**src/rtl/mips_pkg.sv**
```systemverilog
// Shared definitions for the MIPS core.
// Contents: fetch FSM state type, datapath widths, default reset vector.
package mips_pkg;
  localparam int WORD_W = 32;
  localparam int JIDX_W = 26;

  localparam logic [WORD_W-1:0] DEF_RESET_PC = 32'h0000_0000;

  typedef enum logic {
    FETCH = 1'b0,
    HOLD  = 1'b1
  } fetch_state_t;
endpackage

```
**src/rtl/fetch_nextpc.sv**
```systemverilog
// Next-PC selection for a retiring instruction. Purely combinational, so a
// pipelined core can reuse it as-is.
// Inputs : pcplus4, signimm (word offset), jindex, pcsrc, jump
// Output : nextpc
// Priority: jump > branch (pcsrc) > sequential.
module fetch_nextpc
  import mips_pkg::*;
(
  input  logic [WORD_W-1:0] pcplus4,
  input  logic [WORD_W-1:0] signimm,
  input  logic [JIDX_W-1:0] jindex,
  input  logic              pcsrc,
  input  logic              jump,
  output logic [WORD_W-1:0] nextpc
);
  logic [WORD_W-1:0] brtarget;
  logic [WORD_W-1:0] jtarget;

  // Word offset to byte offset. The top two bits of signimm fall off and the
  // sum wraps modulo 2^32 with no fault.
  assign brtarget = pcplus4 + {signimm[WORD_W-3:0], 2'b00};
  // Jump stays inside the current 256 MB region of pcplus4.
  assign jtarget  = {pcplus4[WORD_W-1:WORD_W-4], jindex, 2'b00};

  always_comb begin
    nextpc = pcplus4;
    if (jump)       nextpc = jtarget;
    else if (pcsrc) nextpc = brtarget;
  end
endmodule

```
**src/rtl/fetch_unit.sv**
```systemverilog
// Instruction-fetch front end. Owns the PC, reads one word per instruction
// from instruction memory, holds it for decode until retire, then picks the
// next PC from the redirect inputs.
// Ports:
//   clk, reset                  clock, async active-high reset
//   imem_req/addr/ack/rdata     instruction memory handshake (ack = data now)
//   instr, instr_valid          held instruction and its valid flag
//   pc, pcplus4                 address of held instruction and pc+4
//   retire, pcsrc, jump         retire strobe and redirect selects
//   signimm, jindex             branch word offset and jump index
//   instret                     retired-instruction counter (wraps)
module fetch_unit
  import mips_pkg::*;
#(
  parameter logic [WORD_W-1:0] RESET_PC = DEF_RESET_PC
)(
  input  logic              clk,
  input  logic              reset,
  output logic              imem_req,
  output logic [WORD_W-1:0] imem_addr,
  input  logic              imem_ack,
  input  logic [WORD_W-1:0] imem_rdata,
  output logic [WORD_W-1:0] instr,
  output logic              instr_valid,
  output logic [WORD_W-1:0] pc,
  output logic [WORD_W-1:0] pcplus4,
  input  logic              retire,
  input  logic              pcsrc,
  input  logic              jump,
  input  logic [WORD_W-1:0] signimm,
  input  logic [JIDX_W-1:0] jindex,
  output logic [WORD_W-1:0] instret
);
  fetch_state_t      state, state_nxt;
  logic              capture;
  logic              accept;
  logic [WORD_W-1:0] nextpc;

  fetch_nextpc u_nextpc (
    .pcplus4 (pcplus4),
    .signimm (signimm),
    .jindex  (jindex),
    .pcsrc   (pcsrc),
    .jump    (jump),
    .nextpc  (nextpc)
  );

  always_ff @(posedge clk or posedge reset) begin
    if (reset) state <= FETCH;
    else       state <= state_nxt;
  end

  // Reset parks the FSM in FETCH, so the request is also gated by reset to
  // make it drop the moment reset rises rather than at the next edge.
  always_comb begin
    state_nxt = state;
    imem_req  = 1'b0;
    capture   = 1'b0;
    accept    = 1'b0;
    case (state)
      FETCH: begin
        imem_req = ~reset;
        if (imem_ack) begin
          capture   = 1'b1;
          state_nxt = HOLD;
        end
      end
      HOLD: begin
        if (retire) begin
          accept    = 1'b1;
          state_nxt = FETCH;
        end
      end
      default: state_nxt = FETCH;
    endcase
  end

  // One PC register serves as both the fetch address and the held-instruction
  // address: it only moves on retire, so it is stable through wait states
  // and frozen during HOLD.
  always_ff @(posedge clk or posedge reset) begin
    if (reset) begin
      pc          <= RESET_PC;
      pcplus4     <= RESET_PC + 32'd4;
      instr       <= '0;
      instr_valid <= 1'b0;
      instret     <= '0;
    end else begin
      if (capture) begin
        instr       <= imem_rdata;
        instr_valid <= 1'b1;
      end
      if (accept) begin
        instr_valid <= 1'b0;
        pc          <= nextpc;
        pcplus4     <= nextpc + 32'd4;
        instret     <= instret + 32'd1;
      end
    end
  end

  assign imem_addr = pc;
endmodule

```
**config.mk**
```make
export PLATFORM = sky130hd
export DESIGN_NAME = fetch_unit
export DESIGN_NICKNAME = d
export VERILOG_FILES = /design/src/rtl/mips_pkg.sv /design/src/rtl/fetch_nextpc.sv /design/src/rtl/fetch_unit.sv
export SDC_FILE = /design/constraint.sdc
export NUM_CORES = 1
export LEC_CHECK = 0
export ABC_AREA = 1
export BUFFER_PORTS_ARGS = -buffer_cell sky130_fd_sc_hd__buf_2
export CAP_MARGIN = 5
export CORE_UTILIZATION = 54
export DETAILED_ROUTE_END_ITERATION = 8
export HOLD_SLACK_MARGIN = 0.03
export PLACE_DENSITY = 0.8
export REMOVE_ABC_BUFFERS = 1
export SETUP_SLACK_MARGIN = 0.3
export SLEW_MARGIN = 15
export SYNTH_ARGS = -nofsm -noshare
export SYNTH_HDL_FRONTEND = slang
export SYNTH_HIERARCHICAL = 1
export SYNTH_SLANG_ARGS = --single-unit
```
**constraint.sdc**
```tcl
create_clock -name clk -period 4.7 [get_ports clk]
set_input_delay 0.47 -clock clk [delete_from_list [all_inputs] [get_ports clk]]
set_output_delay 0.47 -clock clk [all_outputs]
set_load 0.01 [all_outputs]
```
==> results of run 1 <==
## final timing paths
kind / from / end / cells past startpoint
min in group clk: imem_rdata[14] / instr[14] / 2
worst max register to register: pcplus4[2] / pcplus4[28] / 17
worst max-delay path: pcplus4[2] / pcplus4[28] / 17
worst min-delay path: reset / instr[13] / 2
worst min register to register: imem_addr[4] / imem_addr[4] / 2
max in group asynchronous: reset / pcplus4[20] / 3
## critical path, delay by kind of cell (launching register included)
family / cells / cell delay (ps)
adder cells (fa/ha/maj): 2 / 660
AND/OR/NAND/NOR: 11 / 1440
AO/OA/AOI/OAI: 3 / 700
XOR/XNOR: 1 / 140
flip-flops: 1 / 390
## flip-flops by register name, summed over array words and instances (netlist names)
| signal | cells |
|---|---|
| state | 1 |
| imem_addr | 32 |
| instr | 32 |
| pcplus4 | 30 |
| instret | 32 |
| instr_valid | 1 |
## placed cells by master (no fill, tap or decap), types with 2 or more instances in the layout
master / count
or2_2: 2
nor3_2: 2
o21bai_1: 6
xor2_1: 14
ha_1: 31
and2_1: 3
clkinv_4: 2
nor2_4: 5
a21oi_2: 2
nor3_1: 5
dfrtp_1: 127
o21ai_0: 43
nand3_2: 3
xnor2_1: 17
inv_6: 6
nand3_4: 2
clkbuf_16: 17
nand2_1: 543
inv_2: 7
buf_4: 4
nand3b_1: 5
bufinv_16: 2
nand4_1: 23
buf_2: 255
nor2_1: 120
mux2_2: 33
o21ai_1: 12
a21oi_1: 36
inv_8: 2
nand2_2: 13
nor2_2: 14
inv_1: 127
nand3_1: 58
clkinvlp_4: 3
## power breakdown
group          internal, mW  switching (mW)  leakage [nW]
combinational         0.859            1.41          4.14
sequential             1.37           0.288          1.60
clock                 0.799           0.538         0.286
total                  3.03            2.24          6.02
## per-stage QoR
stage | power, mW | hold WS (ps) | util (%) | worst slack (ps) | cells
6_report | 5.27 | 140 | 67.3 | 1250 | 1771
2_1_floorplan | 3.07 | 509 | - | 819 | 1264
5_1_grt | 5.61 | 199 | 67.3 | 983 | 1771
3_3_place_gp | 3.85 | 480 | 63.5 | 1230 | 1739
3_5_place_dp | 3.90 | 482 | 63.5 | 1160 | 1739
4_1_cts | 5.26 | 151 | 67.3 | 1300 | 1771
## kinds of logic (layout without fill, tap and decap cells)
family,count (synthesis),after routing
and+or+nand+nor,801,801
buffers and inverters,197,428
DFF,128,128
AOI/OAI and AO/OA,102,102
muxes,33,33
adders and majority gates,32,32
xor gates and xnor gates,31,31
## cell type report
type                    count  area (um2)  share of cell area, %
clock inverters            15         175                   1.62
inverters                 137         518                   4.78
flip-flops and latches    128        3200                   29.6
repair buffers            259        1310                   12.0
clock buffers              17         425                   3.92
well taps                 216         270                   2.49
multi-input cells         999        4940                   45.6
## layer usage
layer / global-route usage [%] / share of wire (%) / up-vias
li1: - / - / 4557
met1: 40.0 / 41 / 4304
met2: 52.4 / 48 / 392
met3: 4.82 / 7.4 / 58
met4: 11.8 / 3.2 / 0
met5: 0 / 0 / -
==> metrics.csv, run 1 <==
metric,value,unit
cp.arrival,3740,ps
dr.pass1.iters,7,
timing.critical_path.mode_cell,nand2_1,
startpoint_type,flip-flop,
drive_gt1_share,24.4,%
synth_commonest_cells,"nand2_1, inv_1, dfrtp_1, nor2_1, nand3_1",
post-route-period-util,73.4,%
synthAdderAreaFrac,4.50,%
clk_latency,410,ps
htreeDepth,4,
path_cells,ha_1 -> fa_1 -> nand3_1 -> nand3_2 -> nand2_1 -> nand2_1 -> xnor2_1 -> nand2_1 -> o21ai_0 -> o21ai_0 -> nand2_1 -> nor2_1 -> nand2_1 -> nor2_1 -> nand3_1 -> nand2_1 -> o21ai_0,
cts_resized,0,
synth_cell_type_count,41,
die_h,132,um
yosysMostFrequentCell,nand2_1,
fillCellCount,1440,
synth_edf_count,0,
drtIter0Drc,597,
cts_sinks,128,
fin_skew,6.97,ps
ys.flop_type,dfrtp_1,
synth.mux.area_fraction,4.10,%
synth.area.top_cells,"dfrtp_1, nand2_1, inv_1",
clkTransAtPathRegs,60,ps
post-route-min-period,3450,ps
overflow,0,
cts_tree,done,
antenna_left,0,
postCtsHoldBufs,0,
place_hpwl,20600,um
yosysWarningCount,6,
grt_usage,31.1,%
synth_top_cell_area_share,35.1,%
max-cap-violations,0,
cpMaxStageDelayCell,o21ai_0,
dieArea,17300,um2
power_density,486,nW/um2
antenna_found_initial,0,
max_slew_margin,35.3,%
status,"complete, no violations",
place_area,10200,um2
tightest_slew,969,ps
required,4990,ps
leakage,6.02,nW
tns,0,ps
r2r_setup_slack,1250,ps
cts_buffers,17,
grt_pass1_vias,8815,
slew_violations,0,
post_cts_buffers,0,
area_growth,19.7,%
cts_root_buf,clkbuf_16,
endpoint_kind,flip-flop,
synth_top_family_by_area,simple AND/OR/NAND/NOR gates,
io_buffers,255,
gp_congestion,0.908,
hold_viol_final,0,
cts_buffer_depth,2,
drcViolationCount,0,
async_reset_ff_share,100,%
synth.avg_cell_area,6.84,um2
critPathMaxStageDelay,530,ps
placeableCoreArea,16100,um2
row_count,46,
nNetsFinal,1670,
yosys.area.top_type,dfrtp_1,
grt_pass1_wl,42900,um
crit_fanout,5,
synth-seq-cells,128,
setup_viol,0,
rsz0062_at_grt,no,
num_antenna_cells,0,
synth-compound-area-share,5.94,%
syn_inst,1324,
synth_xor_area_share,3.00,%
start_util,56.2,%
wirelength,26600,um
die_x,132,um
worstSetupPathType,reg2reg,
viasPerCell,5.26,
wl_per_cell,15.0,um
finish.instance_area,10800,um2
grt_max_degree,71,
hp-class,in2async,
io_pins,258,
syn_area,9060,um2
synth-simple-area-share,37.0,%
ys_seq_area_share,35.4,%
vias,9311,
vdd_drop_max,0.422,mV
max_freq,0.290,GHz
(Power assumes the default switching activity.)
==> run 2, diff against run 1 <==
==> constraint.sdc (replaced) <==
create_clock -name clk -period 3.2 [get_ports clk]
set_input_delay 0.32 -clock clk [delete_from_list [all_inputs] [get_ports clk]]
set_output_delay 0.32 -clock clk [all_outputs]
set_load 0.01 [all_outputs]
==> run 2 against run 1 <==
  * Via count up 4.7%
  * Clock-buffer cell count up 2
  * Core utilization up 5.8 points
  * Critical path type unchanged
  * Final area up 8.6%
  * Setup slack worse by 940 ps
  * Critical path depth up 1
  * First-iteration DRC count up 42%
  * Critical endpoint is now pcplus4[18]
  * Clock skew up 3.4 ps
==> metrics.csv, run 2 (synthesized netlist as in run 1, its figures left out) <==
metric,value,unit,change
dp_cells,1771,,was 1739
stdcell_count,1816,,was 1771
cp.arrival,3190,ps,was 3740 ps
wl_per_cell,16.2,um,was 15.0 um
startpoint_type,flip-flop,,unchanged
r2r_end,pcplus4[18],,was pcplus4[28]
multi_input_area,5570,um2,was 4940 um2
max_slew_margin,51.0,%,was 35.3%
path_cells,ha_4 -> fa_2 -> nand3_2 -> nand3_4 -> nand2_2 -> a21oi_1 -> nor2_1 -> xor2_1 -> nand2_1 -> nand2_1 -> nand2_2 -> nand2_2 -> nor2_4 -> nand2_1 -> nor2_1 -> nand2_1 -> nand2_1 -> o21ai_0,,was ha_1 -> fa_1 -> nand3_1 -> nand3_2 -> nand2_1 -> nand2_1 -> xnor2_1 -> nand2_1 -> o21ai_0 -> o21ai_0 -> nand2_1 -> nor2_1 -> nand2_1 -> nor2_1 -> nand3_1 -> nand2_1 -> o21ai_0
worst_r2r_path_depth,18,,was 17
drtIter0Drc,850,,was 597
dr.pass1.iters,6,,was 7
tightest_slew,733,ps,was 969 ps
overflow,0,,unchanged
place_hpwl,22100,um,was 20600 um
power_density,704,nW/um2,was 486 nW/um2
critPathBufInv,0,,unchanged
clkTransAtPathRegs,60,ps,about the same
postCtsHoldBufs,0,,unchanged
leakage,6.25,nW,was 6.02 nW
required,3490,ps,was 4990 ps
drive_gt1_share,33.6,%,was 24.4%
max_freq,0.345,GHz,was 0.290 GHz
critPathMaxStageDelay,580,ps,was 530 ps
grt_max_degree,71,,unchanged
die_x,132,um,unchanged
row_count,46,,unchanged
r2r_setup_slack,300,ps,was 1250 ps
num_antenna_cells,0,,unchanged
area_growth,30.0,%,was 19.7%
fin_ws,305,ps,was 1250 ps
viasPerCell,5.37,,was 5.26
die_h,132,um,unchanged
fin_skew,10.3,ps,was 6.97 ps
cp_top_family,simple AND/OR/NAND/NOR gates,,unchanged
cts_buffer_depth,2,,unchanged
htreeDepth,4,,unchanged
cts_tree,done,,unchanged
cts_sinks,128,,unchanged
worstSetupPathType,reg2reg,,unchanged
fillCellCount,1286,,was 1440
grt_pass1_vias,9236,,was 8815
wirelength,29500,um,was 26600 um
vdd_drop_max,0.463,mV,was 0.422 mV
hold_viol_final,0,,unchanged
place_area,10500,um2,was 10200 um2
final_common_cell,nand2_1,,unchanged
status,"complete, no violations",,unchanged
cts_root_buf,clkbuf_16,,unchanged
max-cap-violations,0,,unchanged
setup_viol,0,,unchanged
antenna_found_initial,0,,unchanged
seqCellArea,3210,um2,was 3200 um2
timing.critical_path.mode_cell,nand2_1,,unchanged
post-route-period-util,90.5,%,was 73.4%
antenna_left,0,,unchanged
grt_usage,33.2,%,was 31.1%
cts_buffers,17,,unchanged
io_pins,258,,unchanged
finish.instance_area,11800,um2,was 10800 um2
fin_hold_ws,47.3,ps,was 140 ps
start_util,56.2,%,unchanged
clk_latency,410,ps,about the same
place_ws,68.1,ps,was 1160 ps
endpoint_kind,flip-flop,,unchanged
cpMaxStageDelayCell,dfstp_2,,was o21ai_0
crit_fanout,5,,unchanged
rsz0062_at_grt,yes,,was no
vias,9749,,was 9311
io_buffers,255,,unchanged
drcViolationCount,0,,unchanged
post-route-min-period,2900,ps,was 3450 ps
r2r-start,pcplus4[2],,unchanged
gp_congestion,0.951,,was 0.908
grt_pass1_wl,45500,um,was 42900 um
final_util,73.1,%,was 67.3%
nNetsFinal,1715,,was 1670
hp-class,in2async,,unchanged
layout_common_cells,"nand2_1, buf_2, dfrtp_1",,"was nand2_1, buf_2, inv_1, dfrtp_1, nor2_1"
dieArea,17300,um2,unchanged
placeableCoreArea,16100,um2,unchanged
slew_violations,0,,unchanged
[run 2: what timing repair did]
action | CTS | global route
hold endpoints to repair | 0 | 0
pin swaps | 6 | 50
setup buffers | 1 | 12
gates resized for setup | 24 | 131
endpoints found under the setup margin | 22 | 23
[run 2: metal layers]
| layer | global-route usage [%] | vias to the layer above | wire length (um) |
|---|---|---|---|
| li1 | - | 4653 | - |
| met1 | 41.8 | 4517 | 11700 |
| met2 | 56.1 | 508 | 14400 |
| met3 | 6.75 | 71 | 2550 |
| met4 | 12.0 | 0 | 804 |
| met5 | 0 | - | 0 |
[run 2: final cells by class]
type / count / share of cell area, %
clock inverter: 13 / 0.988
multi-input combinational: 999 / 47.3
tap: 216 / 2.29
inverter: 137 / 4.40
sequential: 128 / 27.2
clock buffer: 19 / 3.76
timing repair buffer: 304 / 14.0
[run 2: worst max-delay path by stage]
stage | cells after the start | startpoint | to | slack (ps)
global placement | 20 | signimm[0] | pcplus4[20] | 100
CTS | 18 | pcplus4[2] | pcplus4[16] | 310
finish | 18 | pcplus4[2] | pcplus4[18] | 300
global route | 18 | pcplus4[2] | pcplus4[16] | 130
detailed placement | 18 | signimm[0] | pcplus4[30] | 70
floorplan | 1 | reset | imem_addr[0] | -530
[run 2: power by group]
| group | switching (mW) | internal, mW | total (mW) |
|---|---|---|---|
| registers | 0.424 | 2.01 | 2.44 |
| logic | 2.41 | 1.64 | 4.05 |
| clock network | 0.722 | 1.09 | 1.81 |
| total | 3.55 | 4.74 | 8.29 |
[run 2: per-stage QoR]
stage / power [mW] / setup TNS (ps)
floorplan: 4.51 / -67440
global placement: 5.86 / 0
detailed placement: 5.93 / 0
CTS: 7.79 / 0
global route: 8.83 / 0
finish: 8.29 / 0
